<file path="config.mk">
export PLATFORM = sky130hd
export DESIGN_NAME = axil_reg_bridge_flat
export DESIGN_NICKNAME = d
export VERILOG_FILES = /design/src/rtl/axil_reg_bridge_pkg.sv /design/src/rtl/axil_reg_bridge_if.sv /design/src/rtl/axil_reg_bridge_arb.sv /design/src/rtl/axil_reg_bridge.sv /design/src/flat_wrapper.sv
export SDC_FILE = /design/constraint.sdc
export NUM_CORES = 1
export LEC_CHECK = 0
export CAP_MARGIN = 40
export CORE_MARGIN = 8
export CORE_UTILIZATION = 42
export CTS_BUF_LIST = sky130_fd_sc_hd__clkbuf_8
export DETAILED_ROUTE_END_ITERATION = 12
export PLACE_DENSITY = 0.83
export SKIP_LAST_GASP = 1
export SYNTH_ARGS = -nofsm -noshare
export SYNTH_HDL_FRONTEND = slang
export SYNTH_SLANG_ARGS = --single-unit
export TNS_END_PERCENT = 10
</file>
<file path="constraint.sdc">
create_clock -name clk -period 3.5 [get_ports clk]
set_clock_uncertainty 0.15 [all_clocks]
set_input_delay 0.525 -clock clk [delete_from_list [all_inputs] [get_ports clk]]
set_output_delay 0.525 -clock clk [all_outputs]
set_load 0.01 [all_outputs]
</file>
<file path="src/rtl/axil_reg_bridge_pkg.sv">
// Shared types for the AXI4-Lite to register-port bridge.
// Response codes, FSM states and arbitration side.
package axil_pkg;

  typedef enum logic [1:0] {
    OKAY   = 2'b00,
    SLVERR = 2'b10
  } resp_t;

  typedef enum logic [1:0] {
    W_IDLE,
    W_ISSUE,
    W_RESP
  } wr_state_t;

  typedef enum logic [1:0] {
    R_IDLE,
    R_ISSUE,
    R_RESP
  } rd_state_t;

  typedef enum logic {
    ARB_WRITE = 1'b0,
    ARB_READ  = 1'b1
  } arb_side_t;

  function automatic logic misaligned(
    input logic [1:0] lsb
  );
    return lsb != 2'b00;
  endfunction

endpackage

</file>
<file path="src/rtl/axil_reg_bridge_if.sv">
// AXI4-Lite slave channels plus the register block's wr/rd port.
// slave = bridge side, master = bus master / register block side.
interface axil_reg_bridge_if #(
  parameter int AW = 4,
  parameter int DW = 32
);
  logic [AW-1:0]   s_awaddr;
  logic            s_awvalid;
  logic            s_awready;
  logic [DW-1:0]   s_wdata;
  logic [DW/8-1:0] s_wstrb;
  logic            s_wvalid;
  logic            s_wready;
  logic [1:0]      s_bresp;
  logic            s_bvalid;
  logic            s_bready;
  logic [AW-1:0]   s_araddr;
  logic            s_arvalid;
  logic            s_arready;
  logic [DW-1:0]   s_rdata;
  logic [1:0]      s_rresp;
  logic            s_rvalid;
  logic            s_rready;
  logic [AW-1:0]   wr_addr;
  logic [DW-1:0]   wr_data;
  logic            wr_en;
  logic            wr_ready;
  logic [AW-1:0]   rd_addr;
  logic            rd_en;
  logic [DW-1:0]   rd_data;
  logic            rd_valid;

  modport slave (
    input  s_awaddr, s_awvalid,
    input  s_wdata, s_wstrb, s_wvalid,
    input  s_bready,
    input  s_araddr, s_arvalid,
    input  s_rready,
    input  wr_ready, rd_data, rd_valid,
    output s_awready, s_wready,
    output s_bresp, s_bvalid,
    output s_arready,
    output s_rdata, s_rresp, s_rvalid,
    output wr_addr, wr_data, wr_en,
    output rd_addr, rd_en
  );

  modport master (
    output s_awaddr, s_awvalid,
    output s_wdata, s_wstrb, s_wvalid,
    output s_bready,
    output s_araddr, s_arvalid,
    output s_rready,
    output wr_ready, rd_data, rd_valid,
    input  s_awready, s_wready,
    input  s_bresp, s_bvalid,
    input  s_arready,
    input  s_rdata, s_rresp, s_rvalid,
    input  wr_addr, wr_data, wr_en,
    input  rd_addr, rd_en
  );

endinterface

</file>
<file path="src/rtl/axil_reg_bridge_arb.sv">
// Two-way round-robin grant for the shared register port.
// A read waiting on rd_valid keeps the port until its data arrives.
module reg_port_arb
  import axil_pkg::*;
(
  input  logic clk,
  input  logic rst,
  input  logic i_req_w,
  input  logic i_req_r,
  input  logic i_fire_w,
  input  logic i_fire_r,
  input  logic i_done_r,
  output logic o_gnt_w,
  output logic o_gnt_r
);

  arb_side_t r_last;
  logic      r_lock;
  logic      w_both;

  assign w_both  = i_req_w & i_req_r;
  assign o_gnt_r = i_req_r &
                   (r_lock | ~i_req_w |
                    (r_last == ARB_WRITE));
  assign o_gnt_w = i_req_w & ~o_gnt_r;

  // 'last' only moves when a contended grant is actually used
  always_ff @(posedge clk or posedge rst) begin
    if (rst) begin
      r_last <= ARB_READ;
      r_lock <= 1'b0;
    end else begin
      r_lock <= i_fire_r & ~i_done_r;
      if (w_both & ~r_lock) begin
        if (i_fire_w)
          r_last <= ARB_WRITE;
        else if (i_fire_r)
          r_last <= ARB_READ;
      end
    end
  end

endmodule

</file>
<file path="src/rtl/axil_reg_bridge.sv">
// AXI4-Lite slave that sequences single-cycle accesses
// onto the timer register block's wr/rd port.
module axil_reg_bridge
  import axil_pkg::*;
#(
  parameter int AW = 4,
  parameter int DW = 32
) (
  input logic              clk,
  input logic              rst,
  axil_reg_bridge_if.slave bus
);

  wr_state_t       r_wr_st, w_wr_nxt;
  rd_state_t       r_rd_st, w_rd_nxt;
  logic [AW-1:0]   r_awaddr, r_araddr;
  logic [DW-1:0]   r_wdata, r_rdata;
  logic [DW/8-1:0] r_wstrb;
  logic            r_aw_have, r_w_have;
  logic            r_awready, r_wready;
  logic            r_arready;
  resp_t           r_bresp, r_rresp;

  logic w_aw_hs, w_w_hs, w_ar_hs;
  logic w_b_hs, w_r_hs;
  logic w_aw_nxt, w_w_nxt;
  logic w_wr_err, w_rd_err;
  logic w_req_w, w_req_r;
  logic w_gnt_w, w_gnt_r;
  logic w_wr_en, w_rd_en, w_rd_done;

  assign w_aw_hs = bus.s_awvalid & r_awready;
  assign w_w_hs  = bus.s_wvalid & r_wready;
  assign w_ar_hs = bus.s_arvalid & r_arready;
  assign w_b_hs  = (r_wr_st == W_RESP) &
                   bus.s_bready;
  assign w_r_hs  = (r_rd_st == R_RESP) &
                   bus.s_rready;

  assign w_aw_nxt = ~w_b_hs &
                    (r_aw_have | w_aw_hs);
  assign w_w_nxt  = ~w_b_hs &
                    (r_w_have | w_w_hs);

  assign w_wr_err = misaligned(r_awaddr[1:0]) |
                    (r_wstrb != {(DW/8){1'b1}});
  assign w_rd_err = misaligned(r_araddr[1:0]);

  assign w_req_w = (r_wr_st == W_ISSUE) & ~w_wr_err;
  assign w_req_r = (r_rd_st == R_ISSUE) & ~w_rd_err;

  assign w_wr_en   = w_gnt_w & bus.wr_ready;
  assign w_rd_en   = w_gnt_r;
  assign w_rd_done = w_rd_en & bus.rd_valid;

  reg_port_arb u_arb (
    .clk      (clk),
    .rst      (rst),
    .i_req_w  (w_req_w),
    .i_req_r  (w_req_r),
    .i_fire_w (w_wr_en),
    .i_fire_r (w_rd_en),
    .i_done_r (w_rd_done),
    .o_gnt_w  (w_gnt_w),
    .o_gnt_r  (w_gnt_r)
  );

  always_comb begin
    w_wr_nxt = r_wr_st;
    unique case (r_wr_st)
      W_IDLE:
        if (w_aw_nxt & w_w_nxt)
          w_wr_nxt = W_ISSUE;
      W_ISSUE:
        if (w_wr_err | w_wr_en)
          w_wr_nxt = W_RESP;
      W_RESP:
        if (bus.s_bready)
          w_wr_nxt = W_IDLE;
      default:
        w_wr_nxt = W_IDLE;
    endcase
  end

  always_comb begin
    w_rd_nxt = r_rd_st;
    unique case (r_rd_st)
      R_IDLE:
        if (w_ar_hs)
          w_rd_nxt = R_ISSUE;
      R_ISSUE:
        if (w_rd_err | w_rd_done)
          w_rd_nxt = R_RESP;
      R_RESP:
        if (bus.s_rready)
          w_rd_nxt = R_IDLE;
      default:
        w_rd_nxt = R_IDLE;
    endcase
  end

  always_ff @(posedge clk or posedge rst) begin
    if (rst) begin
      r_wr_st <= W_IDLE;
      r_rd_st <= R_IDLE;
    end else begin
      r_wr_st <= w_wr_nxt;
      r_rd_st <= w_rd_nxt;
    end
  end

  // readies are recomputed from the next-cycle view of the capture state
  always_ff @(posedge clk or posedge rst) begin
    if (rst) begin
      r_awaddr  <= '0;
      r_wdata   <= '0;
      r_wstrb   <= '0;
      r_aw_have <= 1'b0;
      r_w_have  <= 1'b0;
      r_awready <= 1'b0;
      r_wready  <= 1'b0;
      r_bresp   <= OKAY;
    end else begin
      if (w_aw_hs)
        r_awaddr <= bus.s_awaddr;
      if (w_w_hs) begin
        r_wdata <= bus.s_wdata;
        r_wstrb <= bus.s_wstrb;
      end
      r_aw_have <= w_aw_nxt;
      r_w_have  <= w_w_nxt;
      r_awready <= ~w_aw_nxt &
                   (w_wr_nxt == W_IDLE);
      r_wready  <= ~w_w_nxt &
                   (w_wr_nxt == W_IDLE);
      if (r_wr_st == W_ISSUE) begin
        if (w_wr_err)
          r_bresp <= SLVERR;
        else if (w_wr_en)
          r_bresp <= OKAY;
      end
    end
  end

  always_ff @(posedge clk or posedge rst) begin
    if (rst) begin
      r_araddr  <= '0;
      r_arready <= 1'b0;
      r_rdata   <= '0;
      r_rresp   <= OKAY;
    end else begin
      if (w_ar_hs)
        r_araddr <= bus.s_araddr;
      r_arready <= (w_rd_nxt == R_IDLE);
      if (r_rd_st == R_ISSUE) begin
        if (w_rd_err) begin
          r_rdata <= '0;
          r_rresp <= SLVERR;
        end else if (w_rd_done) begin
          r_rdata <= bus.rd_data;
          r_rresp <= OKAY;
        end
      end
    end
  end

  assign bus.s_awready = r_awready;
  assign bus.s_wready  = r_wready;
  assign bus.s_arready = r_arready;
  assign bus.s_bvalid  = (r_wr_st == W_RESP);
  assign bus.s_bresp   = r_bresp;
  assign bus.s_rvalid  = (r_rd_st == R_RESP);
  assign bus.s_rresp   = r_rresp;
  assign bus.s_rdata   = r_rdata;
  assign bus.wr_addr   = r_awaddr;
  assign bus.wr_data   = r_wdata;
  assign bus.wr_en     = w_wr_en;
  assign bus.rd_addr   = r_araddr;
  assign bus.rd_en     = w_rd_en;

  logic w_unused;
  assign w_unused = w_r_hs;

endmodule
</file>
<file path="src/flat_wrapper.sv">
// flat-port wrapper written by rule: the top's interface ports become plain ports
module axil_reg_bridge_flat import axil_pkg::*;
#(
  parameter int AW = 4,
  parameter int DW = 32
)
  (clk, rst, bus_s_awaddr, bus_s_awvalid, bus_s_wdata, bus_s_wstrb, bus_s_wvalid, bus_s_bready, bus_s_araddr, bus_s_arvalid, bus_s_rready, bus_wr_ready, bus_rd_data, bus_rd_valid, bus_s_awready, bus_s_wready, bus_s_bresp, bus_s_bvalid, bus_s_arready, bus_s_rdata, bus_s_rresp, bus_s_rvalid, bus_wr_addr, bus_wr_data, bus_wr_en, bus_rd_addr, bus_rd_en);
  axil_reg_bridge_if #(.AW(AW), .DW(DW)) bus_i ();
  input logic clk;
  input logic rst;
  input wire logic [$bits(bus_i.s_awaddr)-1:0] bus_s_awaddr;
  input wire logic [$bits(bus_i.s_awvalid)-1:0] bus_s_awvalid;
  input wire logic [$bits(bus_i.s_wdata)-1:0] bus_s_wdata;
  input wire logic [$bits(bus_i.s_wstrb)-1:0] bus_s_wstrb;
  input wire logic [$bits(bus_i.s_wvalid)-1:0] bus_s_wvalid;
  input wire logic [$bits(bus_i.s_bready)-1:0] bus_s_bready;
  input wire logic [$bits(bus_i.s_araddr)-1:0] bus_s_araddr;
  input wire logic [$bits(bus_i.s_arvalid)-1:0] bus_s_arvalid;
  input wire logic [$bits(bus_i.s_rready)-1:0] bus_s_rready;
  input wire logic [$bits(bus_i.wr_ready)-1:0] bus_wr_ready;
  input wire logic [$bits(bus_i.rd_data)-1:0] bus_rd_data;
  input wire logic [$bits(bus_i.rd_valid)-1:0] bus_rd_valid;
  output wire logic [$bits(bus_i.s_awready)-1:0] bus_s_awready;
  output wire logic [$bits(bus_i.s_wready)-1:0] bus_s_wready;
  output wire logic [$bits(bus_i.s_bresp)-1:0] bus_s_bresp;
  output wire logic [$bits(bus_i.s_bvalid)-1:0] bus_s_bvalid;
  output wire logic [$bits(bus_i.s_arready)-1:0] bus_s_arready;
  output wire logic [$bits(bus_i.s_rdata)-1:0] bus_s_rdata;
  output wire logic [$bits(bus_i.s_rresp)-1:0] bus_s_rresp;
  output wire logic [$bits(bus_i.s_rvalid)-1:0] bus_s_rvalid;
  output wire logic [$bits(bus_i.wr_addr)-1:0] bus_wr_addr;
  output wire logic [$bits(bus_i.wr_data)-1:0] bus_wr_data;
  output wire logic [$bits(bus_i.wr_en)-1:0] bus_wr_en;
  output wire logic [$bits(bus_i.rd_addr)-1:0] bus_rd_addr;
  output wire logic [$bits(bus_i.rd_en)-1:0] bus_rd_en;
  assign bus_i.s_awaddr = bus_s_awaddr;
  assign bus_i.s_awvalid = bus_s_awvalid;
  assign bus_i.s_wdata = bus_s_wdata;
  assign bus_i.s_wstrb = bus_s_wstrb;
  assign bus_i.s_wvalid = bus_s_wvalid;
  assign bus_i.s_bready = bus_s_bready;
  assign bus_i.s_araddr = bus_s_araddr;
  assign bus_i.s_arvalid = bus_s_arvalid;
  assign bus_i.s_rready = bus_s_rready;
  assign bus_i.wr_ready = bus_wr_ready;
  assign bus_i.rd_data = bus_rd_data;
  assign bus_i.rd_valid = bus_rd_valid;
  assign bus_s_awready = bus_i.s_awready;
  assign bus_s_wready = bus_i.s_wready;
  assign bus_s_bresp = bus_i.s_bresp;
  assign bus_s_bvalid = bus_i.s_bvalid;
  assign bus_s_arready = bus_i.s_arready;
  assign bus_s_rdata = bus_i.s_rdata;
  assign bus_s_rresp = bus_i.s_rresp;
  assign bus_s_rvalid = bus_i.s_rvalid;
  assign bus_wr_addr = bus_i.wr_addr;
  assign bus_wr_data = bus_i.wr_data;
  assign bus_wr_en = bus_i.wr_en;
  assign bus_rd_addr = bus_i.rd_addr;
  assign bus_rd_en = bus_i.rd_en;
  axil_reg_bridge #(.AW(AW), .DW(DW)) u_core (.clk(clk), .rst(rst), .bus(bus_i));
endmodule
</file>
Word level (Yosys, flattened, before mapping)
Cells that the tools add are included.

storage, ports and cells
  word-level logic and storage cells = 84
  input bits = 85
  output and inout bits = 83
  flip-flop bits (word level) = 91

cells by class
  multiplexer cells = 16
  reductions and logical operators = 12
  bitwise logic cells = 35
  eq/ne operators = 5

operator list
  kind                                                             count
  32-bit 2-to-1 mux                                                2
  2-bit 2-to-1 mux                                                 10
  1-bit AND                                                        18
  2-bit case mux with 3 select lines                               2
  1-bit inverter                                                   10
  2-bit nonzero test                                               5
  2-bit zero test                                                  4
  1-bit bitwise OR                                                 7
  2-bit AND reduction                                              3
  2-bit by 1-bit == test with 1-bit output, second input constant  2
  2-bit == test, second input constant                             2
  4-bit inequality test, second input constant                     1
  1-bit 2-to-1 mux                                                 2

Logic depth before layout (Yosys ltp)
  depth in word-level cells = 16
  gate-level depth with buffers = 6
  depth with buffers taken out = 4

Cells and area by module
Synthesis repeated with hierarchy kept, for this count alone.

unflattened totals
  cells, all modules = 231
  area total of the unflattened synthesis = 3475.8 sq um

modules (own cells, without submodules)
  module           area an instance (sq um)  sequential area each (sq um)  cells an instance  instances
  axil_reg_bridge  3365.7                    2177.1                        220                1
  reg_port_arb     110.1                     51.3                          11                 1

Worst setup path after synthesis
Ideal clock, no wire load.

  path type = register -> output
  from = reg u_core.r_araddr[1] (netlist: u_core.bus.rd_addr[1])
  to = out bus_wr_en
  stages on the path, launching flop included = 4
  arrival time = 1.360 ns
  required time = 2.825 ns
  path buffers = 0
  path slack = 1.465 ns
  cells stage by stage = dfrtp_1 or4b_4 o21a_1 and2_1

on the way
  word-level cells in the longest chain between the ends = 7

ends and longest elaborated chain
  item                    line                       text
  start, declared         axil_reg_bridge.sv:16      logic [AW-1:0] r_awaddr, r_araddr;
  start signal, assigned  axil_reg_bridge.sv:153     r_araddr <= bus.s_araddr;
  2-bit nonzero test      axil_reg_bridge_pkg.sv:30  return lsb != 2'b00;
  1-bit inverter          axil_reg_bridge.sv:50      assign w_req_r = (r_rd_st == R_ISSUE) & ~w_rd_err;
  1-bit AND               axil_reg_bridge.sv:50
  1-bit AND               axil_reg_bridge_arb.sv:22  assign o_gnt_r = i_req_r &
  1-bit inverter          axil_reg_bridge_arb.sv:25  assign o_gnt_w = i_req_w & ~o_gnt_r;
  1-bit AND               axil_reg_bridge_arb.sv:25
  1-bit AND               axil_reg_bridge.sv:52      assign w_wr_en = w_gnt_w & bus.wr_ready;
  end, declared           flat_wrapper.sv:33         output wire logic [$bits(bus_i.wr_en)-1:0] bus_wr_en;

Every way passes these cells.

Worst setup path after layout
  from = reg u_core.r_rd_st[1]
  to = out bus_wr_en

on the way
  word-level cells in the longest chain between the ends = 6

ends and longest elaborated chain
  item                                      line                       text
  start, declared                           axil_reg_bridge.sv:15      rd_state_t r_rd_st, w_rd_nxt;
  start signal, assigned                    axil_reg_bridge.sv:108     r_rd_st <= w_rd_nxt;
  2-bit by 1-bit == test with 1-bit output  axil_reg_bridge.sv:50
  1-bit AND                                 axil_reg_bridge.sv:50
  1-bit AND                                 axil_reg_bridge_arb.sv:22
  1-bit inverter                            axil_reg_bridge_arb.sv:25
  1-bit AND                                 axil_reg_bridge_arb.sv:25
  1-bit AND                                 axil_reg_bridge.sv:52

Every way passes these cells.

==> results.cfg <==
[yosys]
syn_area_um2 = 3470
yosysWarnings = 0
syn-mean-instance-area_um2 = 14.8
synth-seq-cells = 89
synth_cells = 234
yosys-top-cells-area = dfrtp_1, mux2_2, a22o_2
synth.distinct_cells = 37
synth_top_area_frac = 0.634
seq_area_frac_synth = 0.641
synth_top_area_cell = dfrtp_1

[global_routing]
grt_first_pass_wirelength_um = 15000
grt_overflow = 0
grt_max_degree = 41
grt_pass1_vias = 2796
antenna_found_initial = 0
grt_usage = 0.168

[clocking]
holdBufCountCts = 0
clk_latency_ns = 0.36
clock_path_buffers = 2
path_clk_slew_ns = 0.09
cts_root_buffer = clkbuf_8
htreeDepth = 3
cts.sinks = 89
numCtsBuffers = 9
cts_setup_buffers = 0
cts_resized = 0
cts_tree = built

[worst_setup_path]
start_kind = register
worstPathArrival_ns = 2.27
path_max_fanout = 5
cp.required_ns = 2.82
r2r_end = u_core.bus.s_rdata[20]$_DFFE_PP0P_
critPathKind = register to output pin
setup.worst_path.end_class = output pin
rrSetupSlack_ns = 1.58
r2r_start = u_core.r_rd_st[1]$_DFF_PP0_
reg2reg_depth = 4

[floorplanning]
io_pins = 168
die_area_um2 = 11400
initial_core_util = 0.427
die_h_um = 107
dieWidth_um = 107
num_rows = 33
coreArea_um2 = 8130

[power_and_ir_drop]
worst_ir_drop_vdd_v = 0.000413
p_leak_nw = 2.29
powerDensity_nw_per_um2 = 853

[place]
gp_congestion = 0.774
io_buffers = 165
placed_cells_incl_taps = 496
dp_hpwl_um = 7270

[route]
first_pass_iters = 4
m1WireLength_um = 3700
drcViolationCount = 0
dr_wl_met2_um = 4770
viasPerCell = 4.99
wl_met3_um = 816
finalWirelength_um = 9420
drtIter0Drc = 108
vias = 2554
wire_per_inst_um = 18.4
ant_nets = 0
top_layer = met4

[min_path]
min_to = u_core.r_wstrb[1]$_DFFE_PP0P_
min_path_cells = 1
hp-class = register to register
hp-start = u_core.r_wstrb[1]$_DFFE_PP0P_

[sta]
timing.final.crit_share = 0.843
worst_pin_slew_ns = 0.895
rsz0062_at_grt = no
finalSetupViolCount = 0
setup_tns_ns = 0
max_slew_margin = 0.403
period_needed_ns = 2.95
maxSlewViolCount = 0
hold_viol = 0
fmax_mhz = 339

[run_status]
outcome = finished clean

[cells_and_area]
final_cells = 512
drive_above_1_share = 0.251
diodes = 0
area_growth_pct = 55.8
layout.nets = 487

[run]
drv_cap = 0
==> logic make-up (layout without fill, tap and decap cells) <==
group	after synthesis	after routing	share of synthesized area
compound gates	51	51	0.125
flops	89	89	0.641
buf+inv	17	189	0.0302
simple gates	31	31	0.0562
mux	45	45	0.146
other cells	1	2	0.00108
==> power by group <==
part	switching, mW	internal, mW	leakage, nW	total [mW]
sequential	0.292	1.52	1.11	1.81
clock	0.373	0.351	0.0985	0.724
combinational	0.768	1.31	1.08	2.08
total	1.43	3.18	2.29	4.61
==> worst max-delay path: stages (launching register included) <==
cell	delay (ns)
dfrtp_1	0.43
or4b_4	0.60
o21a_1	0.22
and2_1	0.18
clkdlybuf4s50_1	0.49
==> how the worst max path moves through the flow <==
stage | from | end | cells after the start
2_1_floorplan | rst | u_core.bus.rd_addr[0]$_DFFE_PP0P_ | 1
3_3_place_gp | bus_wr_ready | bus_wr_en | 4
3_5_place_dp | bus_wr_ready | bus_wr_en | 4
4_1_cts | u_core.r_rd_st[1]$_DFF_PP0_ | bus_wr_en | 4
5_1_grt | u_core.r_rd_st[1]$_DFF_PP0_ | bus_wr_en | 4
6_report | u_core.r_rd_st[1]$_DFF_PP0_ | bus_wr_en | 4
==> cells in the final DEF, fill, tap and decap left out, drive strengths merged <==
master,count
a22o,32
dfrtp,88
clkbuf,10
a21oi,6
nand2,6
nor2,4
or2,2
mux2,45
dfstp,1
and4bb,1
and4b,1
and2,3
and3,1
o32ai,2
a31oi,1
nand3,1
o21a,2
and2b,1
or4b,1
o21ai,4
conb,2
clkdlybuf4s50,165
bufinv,1
nand2b,1
nor2b,4
a2bb2oi,1
nor3,4
a21boi,1
clkinv,4
or3b,1
inv,2
o22ai,1
buf,5
clkinvlp,2
a21o,1
==> stage by stage <==
| stage | utilization | instance area, um2 | setup WS, ns | hold WS [ns] | total power, mW |
|---|---|---|---|---|---|
| finish | 0.665 | 5410 | 0.551 | 0.357 | 4.61 |
| global route | 0.665 | 5410 | 0.456 | 0.373 | 4.90 |
| global placement | 0.640 | 5210 | 0.919 | 0.323 | 3.87 |
| CTS | 0.665 | 5410 | 0.530 | 0.360 | 4.68 |
| floorplan | - | 3480 | 0.520 | 0.299 | 2.74 |
| detailed placement | 0.640 | 5210 | 0.924 | 0.341 | 3.95 |
==> area by class of cell <==
type                    instances  area (um2)
fillers                       616        2720
flip-flops and latches         89        2230
repair buffers                170        1690
multi-input cells             129        1150
clock buffers                  10         138
well taps                     105         131
clock inverters                 6        67.6
inverters                       3        12.5
==> synth_stat cells <==
library cell  count
or4b_4            1
and2b_1           1
o32ai_1           2
a31oi_1           1
buf_1             3
o22ai_1           1
or3b_2            1
a21oi_1           6
inv_1             3
buf_6             4
nor2b_1           4
a22o_1            6
a21boi_0          1
buf_4             2
o21a_1            2
conb_1            1
buf_2             3
nor3_4            1
nand2_1           6
nand3_1           1
or2_2             2
dfrtp_1          88
clkbuf_1          2
dfstp_2           1
a21o_1            1
o21ai_2           1
nand2b_1          1
and4bb_2          1
nor2_1            4
a2bb2oi_1         1
and3_1            1
mux2_2           45
and2_1            3
nor3_1            3
and4b_1           1
a22o_2           26
o21ai_0           3
==> registers in the layout (all words and copies together), names as in the netlist <==
name                  flops
u_core.r_rd_st            2
u_core.bus.wr_addr        4
u_core.u_arb.r_last       1
u_core.u_arb.r_lock       1
u_core.bus.s_awready      1
u_core.r_wr_st            2
u_core.bus.s_bresp        1
u_core.bus.s_rdata       32
u_core.bus.rd_addr        4
u_core.r_wstrb            4
u_core.r_aw_have          1
u_core.bus.wr_data       32
u_core.r_w_have           1
u_core.bus.s_rresp        1
u_core.bus.s_arready      1
u_core.bus.s_wready       1
==> layer usage <==
layer,vias up,global-route usage
met4,0,0.0583
li1,1181,-
met1,1265,0.189
met5,-,0
met3,12,0.0714
met2,96,0.279
No activity file was read; power rests on OpenSTA's default activity.
